$ cat src/rtl/shim_trig_pkg.sv
// rtl/shim_trig_pkg.sv - shared types and constants for the trigger timestamp unpacker
//
// Holds the unpacker state encoding, the layout of a FIFO record (word count,
// word width, word order) and the timestamp width/saturation value.

package shim_trig_pkg;

  // Timestamp produced by the trigger core's 64-bit timer.
  localparam int TS_W = 64;

  // A record is two 32-bit FIFO words; the low half of the timer is written first.
  localparam int WORD_W    = 32;
  localparam int REC_WORDS = 2;
  localparam int WORD_LO   = 0;
  localparam int WORD_HI   = 1;

  // The timer saturates here instead of wrapping, so repeats of this value are legal.
  localparam logic [TS_W-1:0] TS_SAT = 64'hFFFF_FFFF_FFFF_FFFF;

  typedef enum logic [1:0] {
    S_LO  = 2'd0,  // waiting for the low word of a record
    S_HI  = 2'd1,  // low word held, waiting for the high word
    S_OUT = 2'd2   // assembled record presented downstream
  } state_e;

  function automatic logic [31:0] sat_inc32(input logic [31:0] v);
    return (v == 32'hFFFF_FFFF) ? v : v + 32'd1;
  endfunction

endpackage

$ cat src/rtl/shim_trig_ts_delta.sv
// rtl/shim_trig_ts_delta.sv - interval and ordering check between consecutive timestamps
//
// Purely combinational; the parent registers the results alongside the timestamp.
//
// Ports:
//   ts_new     - timestamp just assembled
//   ts_prev    - timestamp of the previous delivered record
//   have_prev  - ts_prev is meaningful (cleared by reset/flush)
//   delta      - ts_new - ts_prev, wrapping; 0 when there is no history
//   order_viol - ts_new does not advance past ts_prev

module shim_trig_ts_delta
  import shim_trig_pkg::*;
(
  input  logic [TS_W-1:0] ts_new,
  input  logic [TS_W-1:0] ts_prev,
  input  logic            have_prev,
  output logic [TS_W-1:0] delta,
  output logic            order_viol
);

  always_comb begin
    delta      = '0;
    order_viol = 1'b0;
    if (have_prev) begin
      delta = ts_new - ts_prev;
      // A saturated timer keeps returning TS_SAT, so an equal pair there is not an error.
      order_viol = (ts_new < ts_prev) ||
                   ((ts_new == ts_prev) && (ts_prev != TS_SAT));
    end
  end

endmodule

$ cat src/rtl/shim_trig_data_unpacker.sv
// rtl/shim_trig_data_unpacker.sv - pops two-word trigger records and streams 64-bit timestamps
//
// Consumer end of the trigger timestamp FIFO (first-word-fall-through). Each
// record is {low word, high word}; the reassembled timestamp and its interval
// to the previous record are offered on a valid/ready stream.
//
// Ports:
//   clk, reset       - clock, synchronous active-high reset
//   data_word_rd_en  - FIFO pop (combinational)
//   data_word        - FIFO head word, valid while data_buf_empty is low
//   data_buf_empty   - FIFO empty
//   flush            - drop partial/pending record and timestamp history
//   ts_valid/ts_ready- output handshake
//   ts, ts_delta     - timestamp and interval to previous record
//   ts_count         - records accepted downstream, saturating
//   frame_err        - sticky: high word did not arrive within FRAME_TIMEOUT cycles
//   order_err        - sticky: timestamp did not increase

module shim_trig_data_unpacker
  import shim_trig_pkg::*;
#(
  parameter int FRAME_TIMEOUT = 16
) (
  input  logic              clk,
  input  logic              reset,
  output logic              data_word_rd_en,
  input  logic [WORD_W-1:0] data_word,
  input  logic              data_buf_empty,
  input  logic              flush,
  output logic              ts_valid,
  input  logic              ts_ready,
  output logic [TS_W-1:0]   ts,
  output logic [TS_W-1:0]   ts_delta,
  output logic [31:0]       ts_count,
  output logic              frame_err,
  output logic              order_err
);

  localparam int TMO_W = $clog2(FRAME_TIMEOUT + 1);
  localparam logic [TMO_W-1:0] TMO_ONE  = TMO_W'(1);
  localparam logic [TMO_W-1:0] TMO_LAST = TMO_W'(FRAME_TIMEOUT - 1);

  state_e state_q, state_d;

  logic [WORD_W-1:0] lo_q;
  logic [TMO_W-1:0]  tmo_q;
  logic [TS_W-1:0]   prev_q;
  logic              have_prev_q;

  logic pop_lo, pop_hi, tmo_hit, accept;

  logic [REC_WORDS-1:0][WORD_W-1:0] new_rec;
  logic [TS_W-1:0]                  new_ts;
  logic [TS_W-1:0]                  new_delta;
  logic                             new_viol;

  always_comb begin
    new_rec          = '0;
    new_rec[WORD_LO] = lo_q;
    new_rec[WORD_HI] = data_word;
  end

  assign new_ts = new_rec;

  shim_trig_ts_delta u_ts_delta (
    .ts_new     (new_ts),
    .ts_prev    (prev_q),
    .have_prev  (have_prev_q),
    .delta      (new_delta),
    .order_viol (new_viol)
  );

  always_ff @(posedge clk) begin
    if (reset) begin
      state_q <= S_LO;
    end else begin
      state_q <= state_d;
    end
  end

  always_comb begin
    state_d         = state_q;
    data_word_rd_en = 1'b0;
    ts_valid        = 1'b0;
    pop_lo          = 1'b0;
    pop_hi          = 1'b0;
    tmo_hit         = 1'b0;
    accept          = 1'b0;

    case (state_q)
      S_LO: begin
        if (!data_buf_empty) begin
          data_word_rd_en = 1'b1;
          pop_lo          = 1'b1;
          state_d         = S_HI;
        end
      end
      S_HI: begin
        if (!data_buf_empty) begin
          data_word_rd_en = 1'b1;
          pop_hi          = 1'b1;
          state_d         = S_OUT;
        end else if (tmo_q == TMO_LAST) begin
          // Give up on this record; the next word is taken as a fresh low word.
          tmo_hit = 1'b1;
          state_d = S_LO;
        end
      end
      S_OUT: begin
        ts_valid = 1'b1;
        if (ts_ready) begin
          accept  = 1'b1;
          state_d = S_LO;
        end
      end
      default: state_d = S_LO;
    endcase

    // Reset and flush act in the current cycle: nothing is popped or accepted.
    if (reset || flush) begin
      data_word_rd_en = 1'b0;
      pop_lo          = 1'b0;
      pop_hi          = 1'b0;
      tmo_hit         = 1'b0;
      accept          = 1'b0;
      state_d         = S_LO;
    end
  end

  // tmo_q counts cycles elapsed since the low word was popped, so it is loaded
  // with 1 and the record is abandoned as it would reach FRAME_TIMEOUT.
  always_ff @(posedge clk) begin
    if (reset) begin
      lo_q        <= '0;
      tmo_q       <= '0;
      prev_q      <= '0;
      have_prev_q <= 1'b0;
      ts          <= '0;
      ts_delta    <= '0;
      ts_count    <= '0;
      frame_err   <= 1'b0;
      order_err   <= 1'b0;
    end else begin
      if (pop_lo) begin
        lo_q  <= data_word;
        tmo_q <= TMO_ONE;
      end else if (state_q == S_HI) begin
        tmo_q <= tmo_q + TMO_ONE;
      end

      if (pop_hi) begin
        ts          <= new_ts;
        ts_delta    <= new_delta;
        prev_q      <= new_ts;
        have_prev_q <= 1'b1;
        if (new_viol) begin
          order_err <= 1'b1;
        end
      end

      if (tmo_hit) begin
        frame_err <= 1'b1;
      end

      if (accept) begin
        ts_count <= sat_inc32(ts_count);
      end

      if (flush) begin
        have_prev_q <= 1'b0;
      end
    end
  end

endmodule

$ cat config.mk
export PLATFORM = sky130hd
export DESIGN_NAME = shim_trig_data_unpacker
export DESIGN_NICKNAME = d
export VERILOG_FILES = /design/src/rtl/shim_trig_pkg.sv /design/src/rtl/shim_trig_ts_delta.sv /design/src/rtl/shim_trig_data_unpacker.sv
export SDC_FILE = /design/constraint.sdc
export NUM_CORES = 1
export LEC_CHECK = 0
export CAP_MARGIN = 25
export CORE_ASPECT_RATIO = 0.8
export CORE_MARGIN = 1
export CORE_UTILIZATION = 50
export DETAILED_ROUTE_END_ITERATION = 10
export GPL_TIMING_DRIVEN = 0
export PLACE_DENSITY = 0.76
export SKIP_LAST_GASP = 1
export SLEW_MARGIN = 25
export SYNTH_ARGS = -nofsm -noshare
export SYNTH_HDL_FRONTEND = slang
export SYNTH_SLANG_ARGS = --single-unit
$ cat constraint.sdc
create_clock -name clk -period 7.15 [get_ports clk]
set_input_delay 1.43 -clock clk [delete_from_list [all_inputs] [get_ports clk]]
set_output_delay 1.43 -clock clk [all_outputs]
set_load 0.02 [all_outputs]
* Word-level counts from Yosys, hierarchy flattened *
Cells that the tools add are included.

word-level totals
  bits in registers = 202
  latch bits = 0
  RAM bits = 0
  ROM bits = 0
  input port bits = 37
  output and inout bits = 164
  word-level logic and storage cells = 60
  memories = 0

cells by class
  add/sub/neg operators = 3
  $mul = 0
  div/mod/pow operators = 0
  order comparisons = 1
  eq/ne operators = 9
  shifts and indexed selects = 0
  multiplexer cells = 24
  bitwise operators = 1
  reduce and logical (&&, ||, !) cells = 12

operators by type and width
  cell                   number
  $eq 64x64->1           1
  $lt 64x64->1           1
  $mux 64                1
  $ne 64x64->1 const B   1
  $sub 64x64->64         1
  $add 32x1->32 const B  1
  $eq 32x32->1 const B   1
  $mux 1                 18
  $mux 2                 4
  $reduce_or 2->1        4
  $pmux 2 s3             1
  $add 5x1->5 const B    1
  $eq 5x4->1 const B     1
  $ne 2x2->1 const B     2
  $reduce_and 2->1       2
  $ne 3x3->1 const B     1
  $reduce_and 3->1       1
  $eq 2x1->1 const B     1
  $eq 2x2->1 const B     1
  $logic_not 2->1        1
  $logic_or 1x1->1       2
  $reduce_bool 2->1      1
  $logic_and 1x1->1      1
  $not 1->1              1

* Logic depth before layout (Yosys ltp) *
Gate-level depths: netlist (run 1).

  word-level depth = 5
  gate-level depth with buffers = 13
  gate-level depth less buffers = 13

* Cells and area by module *
From an unflattened synthesis (run 1), not the netlist that was laid out.

unflattened totals
  cells, all modules = 1702
  area, all modules = 12084.1 um^2

modules (own cells, without submodules)
  module                   instances  cells each  area an instance (um^2)  sequential area each (um^2)
  shim_trig_data_unpacker  1          946         7497.2                   4043.9
  shim_trig_ts_delta       1          756         4586.9                   0.0

* Least setup slack after synthesis (run 1) *
No wires, ideal clock.

  kind = input-to-output
  start = input port reset
  end = output port data_word_rd_en
  arrival time = 2445 ps
  required time = 5720 ps
  path slack = 3275 ps
  stages = 2
  path buffers = 1
  path through = clkbuf_1 nor4_1

on the way
  cells in the longest elaborated chain, start to end = 2

ends and longest elaborated chain
  what              line                            RTL
  start, declared   shim_trig_data_unpacker.sv:25   input logic reset,
  $logic_or 1x1->1  shim_trig_data_unpacker.sv:120  if (reset || flush) begin
  $mux 1            shim_trig_data_unpacker.sv:120
  end, declared     shim_trig_data_unpacker.sv:26   output logic data_word_rd_en,

Every way passes these cells.

* Worst setup path in the final report (run 1) *
  start = input port data_buf_empty
  end = output port data_word_rd_en

on the way
  cells in the longest elaborated chain, start to end = 3

ends and longest elaborated chain
  what             line                                                          RTL
  start, declared  shim_trig_data_unpacker.sv:28                                 input logic data_buf_empty,
  $mux 1           shim_trig_data_unpacker.sv:92, shim_trig_data_unpacker.sv:99
  $mux 1           -
  $mux 1           shim_trig_data_unpacker.sv:120

Every way passes these cells.

==> results of run 1 <==
==> worst max-delay path: stages <==
cell and delay (ns):
clkdlybuf4s50_1 0.47, nor4_1 0.74, clkdlybuf4s50_1 0.79
==> through the flow <==
stage	utilization (%)	setup slack, ns
6_report	65.25	2.294
5_1_grt	65.25	2.173
4_1_cts	65.25	2.307
3_5_place_dp	61.76	2.316
3_3_place_gp	61.75	2.287
2_1_floorplan	-	3.275
==> cell type report <==
cell class	instances	area share, %
Clock buffer	29	4.267
Tap cell	306	2.601
Inverter	86	2.193
Clock inverter	13	1.071
Buffer	87	2.422
Sequential cell	202	27.47
Multi-Input combinational cell	1158	46.44
Timing Repair Buffer	199	13.53
==> cells in the final DEF (no fill, tap or decap), drive strengths merged, types with 4 or more instances in the layout <==
cell type,instances
a211oi,6
a21boi,5
a21o,35
a21oi,192
a22oi,23
a31oi,6
and2,8
and3,15
and4,4
buf,24
clkbuf,92
clkdlybuf4s50,199
clkinv,9
dfxtp,202
ha,67
inv,86
nand2,299
nand2b,6
nand3,32
nand4,51
nor2,111
nor2b,9
nor3,16
nor4,13
o211ai,8
o21a,7
o21ai,84
o21bai,10
o221ai,4
or2,5
or3,11
xnor2,51
xor2,34
==> metal layers <==
layer,global-route usage [%],up-vias,wire [um]
met5,0,-,0
met4,9.882,0,1027
met3,6.393,59,3596
met2,49.46,507,16910
met1,48.88,5716,18780
li1,-,5774,-
==> path summary, 6_finish.rpt <==
path	to	slack [ns]
worst max register to register	ts_delta[56]	3.56
worst min-delay path	ts_delta[61]	0.44
worst max-delay path	data_word_rd_en	2.29
worst min register to register	ts_delta[61]	0.44
==> kinds of logic (layout without fill, tap and decap cells) <==
family / after synthesis / after routing
flops: 202 / 202
buf+inv: 173 / 414
simple gates: 587 / 587
fa+ha+maj: 68 / 68
xor+xnor: 85 / 85
compound gates: 415 / 415
mux: 3 / 3
==> flip-flops by register name (all words and copies together) (netlist names) <==
| signal | count |
|---|---|
| ts_delta | 64 |
| order_err | 1 |
| tmo_q | 5 |
| state_q | 2 |
| ts_count | 32 |
| lo_q | 32 |
| frame_err | 1 |
| prev_q | 64 |
| have_prev_q | 1 |
==> cell usage after synthesis (all sizes together), types with 6 or more instances <==
cell type	count
o21a	7
a22oi	23
inv	85
buf	24
a31oi	6
clkbuf	63
a21oi	192
a21o	35
dfxtp	202
o211ai	8
nand2b	6
o21ai	84
nor3	16
xnor2	51
nand2	299
nor2b	9
a211oi	6
or3	11
xor2	34
nor2	111
o21bai	10
and2	8
nand4	51
nor4	13
nand3	32
and3	15
ha	67
==> report_power, final <==
part           switching, mW  internal (mW)
logic                  0.279          0.174
clock network          0.505          0.736
registers             0.0123           1.13
total                  0.796           2.04
==> out/results.txt, run 1 <==
status = finished, final reports clean
DRT antenna net count = 0
Setup CP Type = in -> out
top_reg_cell synth = dfxtp_1
unique cell type count in the Yosys netlist = 79
Core Box Area = 0.02256 sq mm
vias per cell = 5.796
Synth Area in Compound Gates = 22.22%
max_slew headroom = 36.83%
Cell Area, Synth = 0.01156 sq mm
Setup Skew = 0.02614 ns
fin crit share = 67.92%
largest net degree at the start of global routing = 14
multiplexer share of the synthesized area = 0.2598%
fin cells = 2080
RSZ-0062 raised after global routing = no
Period minus WS final = 4.856 ns
I/O Buffers = 199
Slew Viols, Final = 0
syn_nets = 1638
Hold Crit Class = reg -> reg
main combinational cell family by area after synthesis = simple AND/OR/NAND/NOR gates
Die ar. = 0.02373 sq mm
detailed placer's ending HPWL = 31930 um
Vias = 12.06k
Skew-Pair Late Insertion Delay = 0.54 ns
Post-synth EDFFs = 0
Yosys top cell area share = 34.99%
H-tree levels = 1
Power, Total = 2.840 mW
Die Wd = 172.0 um
Gates resized, CTS repair = 0
Final GP Congestion = 0.9639
Worst EP required = 5.72 ns
design area = 0.01472 sq mm
WL/cell = 19.38 um
Layout fillers = 2058
total global routing overflow = 0
reg2reg start = prev_q[0]
Worst-Margin Slew = 0.9475 ns
total area of sequential cells = 0.004044 sq mm
CTS tree = yes
fin nets = 1862
post-synthesis async set-or-reset flop share = 0%
CP arrival = 3.43 ns
Worst-path clk slew = 0.06 ns
drt initial violations = 1109
Peak VDD IR = 0.0001715 V
Hold WS = 0.4439 ns
io pins = 201
Multi-input gate area = 0.006837 sq mm
final hold viol count = 0
hold path start = ts_delta[61]
Post-Route WL = 40320 um
Area growth, synth to finish = 27.37%
Total Routing Usage GR = 33.47%
DRC = 0
average size of a mapped cell = 7.539 sq um
ranking of synthesized cells by area = dfxtp_1, nand2_1, a21oi_1
largest buffer count on any clock path = 3
share of cells above drive strength 1 = 5.242%
PwrDens = 192.9 mW/mm^2
maximum clock frequency = 205.9 MHz
Synthesis Warnings = 0
CTS Buf Count = 23
vias in the first global route = 10.52k
Synth Area in Simple Gates = 22.79%
FF-to-FF path depth = 12
placed instance count = 2038
Post-CTS Setup Inserts = 0
post-synthesis sequential area ratio = 34.99%
P_leak = 5.364 nW
first-pass iteration count of the detailed router = 6
Min-Delay Path Depth = 2
initial antenna violation count = 0
Die Y = 138.0 um
clk sinks = 202
post-synth top area cell = dfxtp_1
placement-stage cell area = 0.01393 sq mm
Setup crit end kind = output pin
Initial Util = 51.23%
Synth Area in XOR/XNOR = 6.441%
first-pass GRT wire length = 60130 um
max cap viols = 0
setup TNS = 0 ns
Post-CTS Hold Buffers = 0
root buf cell = clkbuf_16
FF+latch count, synth = 202
setup violators final = 0
Crit. Startpoint = data_buf_empty
ant diodes = 0
Mapped Cells = 1533
crit start category = input pin
Post-Synth Adder-Cell Area = 7.427%
crit path max fanout = 6
Site Rows = 49
Note: power is estimated with default switching activity, not from simulation.
==> run 2, diff against run 1 <==
==> constraint.sdc (replaced) <==
create_clock -name clk -period 4.8 [get_ports clk]
set_input_delay 0.96 -clock clk [delete_from_list [all_inputs] [get_ports clk]]
set_output_delay 0.96 -clock clk [all_outputs]
set_load 0.02 [all_outputs]
==> results of run 2 <==
The final DEF is identical to that of run 1. Status: finished, final reports clean.
Among the figures that moved: setup slack after placement 2.316 ns -> 0.4359 ns; setup slack after layout 2.294 ns -> 0.8269 ns; start point of the critical path data_buf_empty -> data_word[12]; end point of the critical path data_word_rd_en -> ts_delta[57]; register-to-register setup slack 3.56 ns -> 1.21 ns; total power 2.840 mW -> 4.230 mW; worst IR drop on VDD 0.0001715 V -> 0.0002555 V
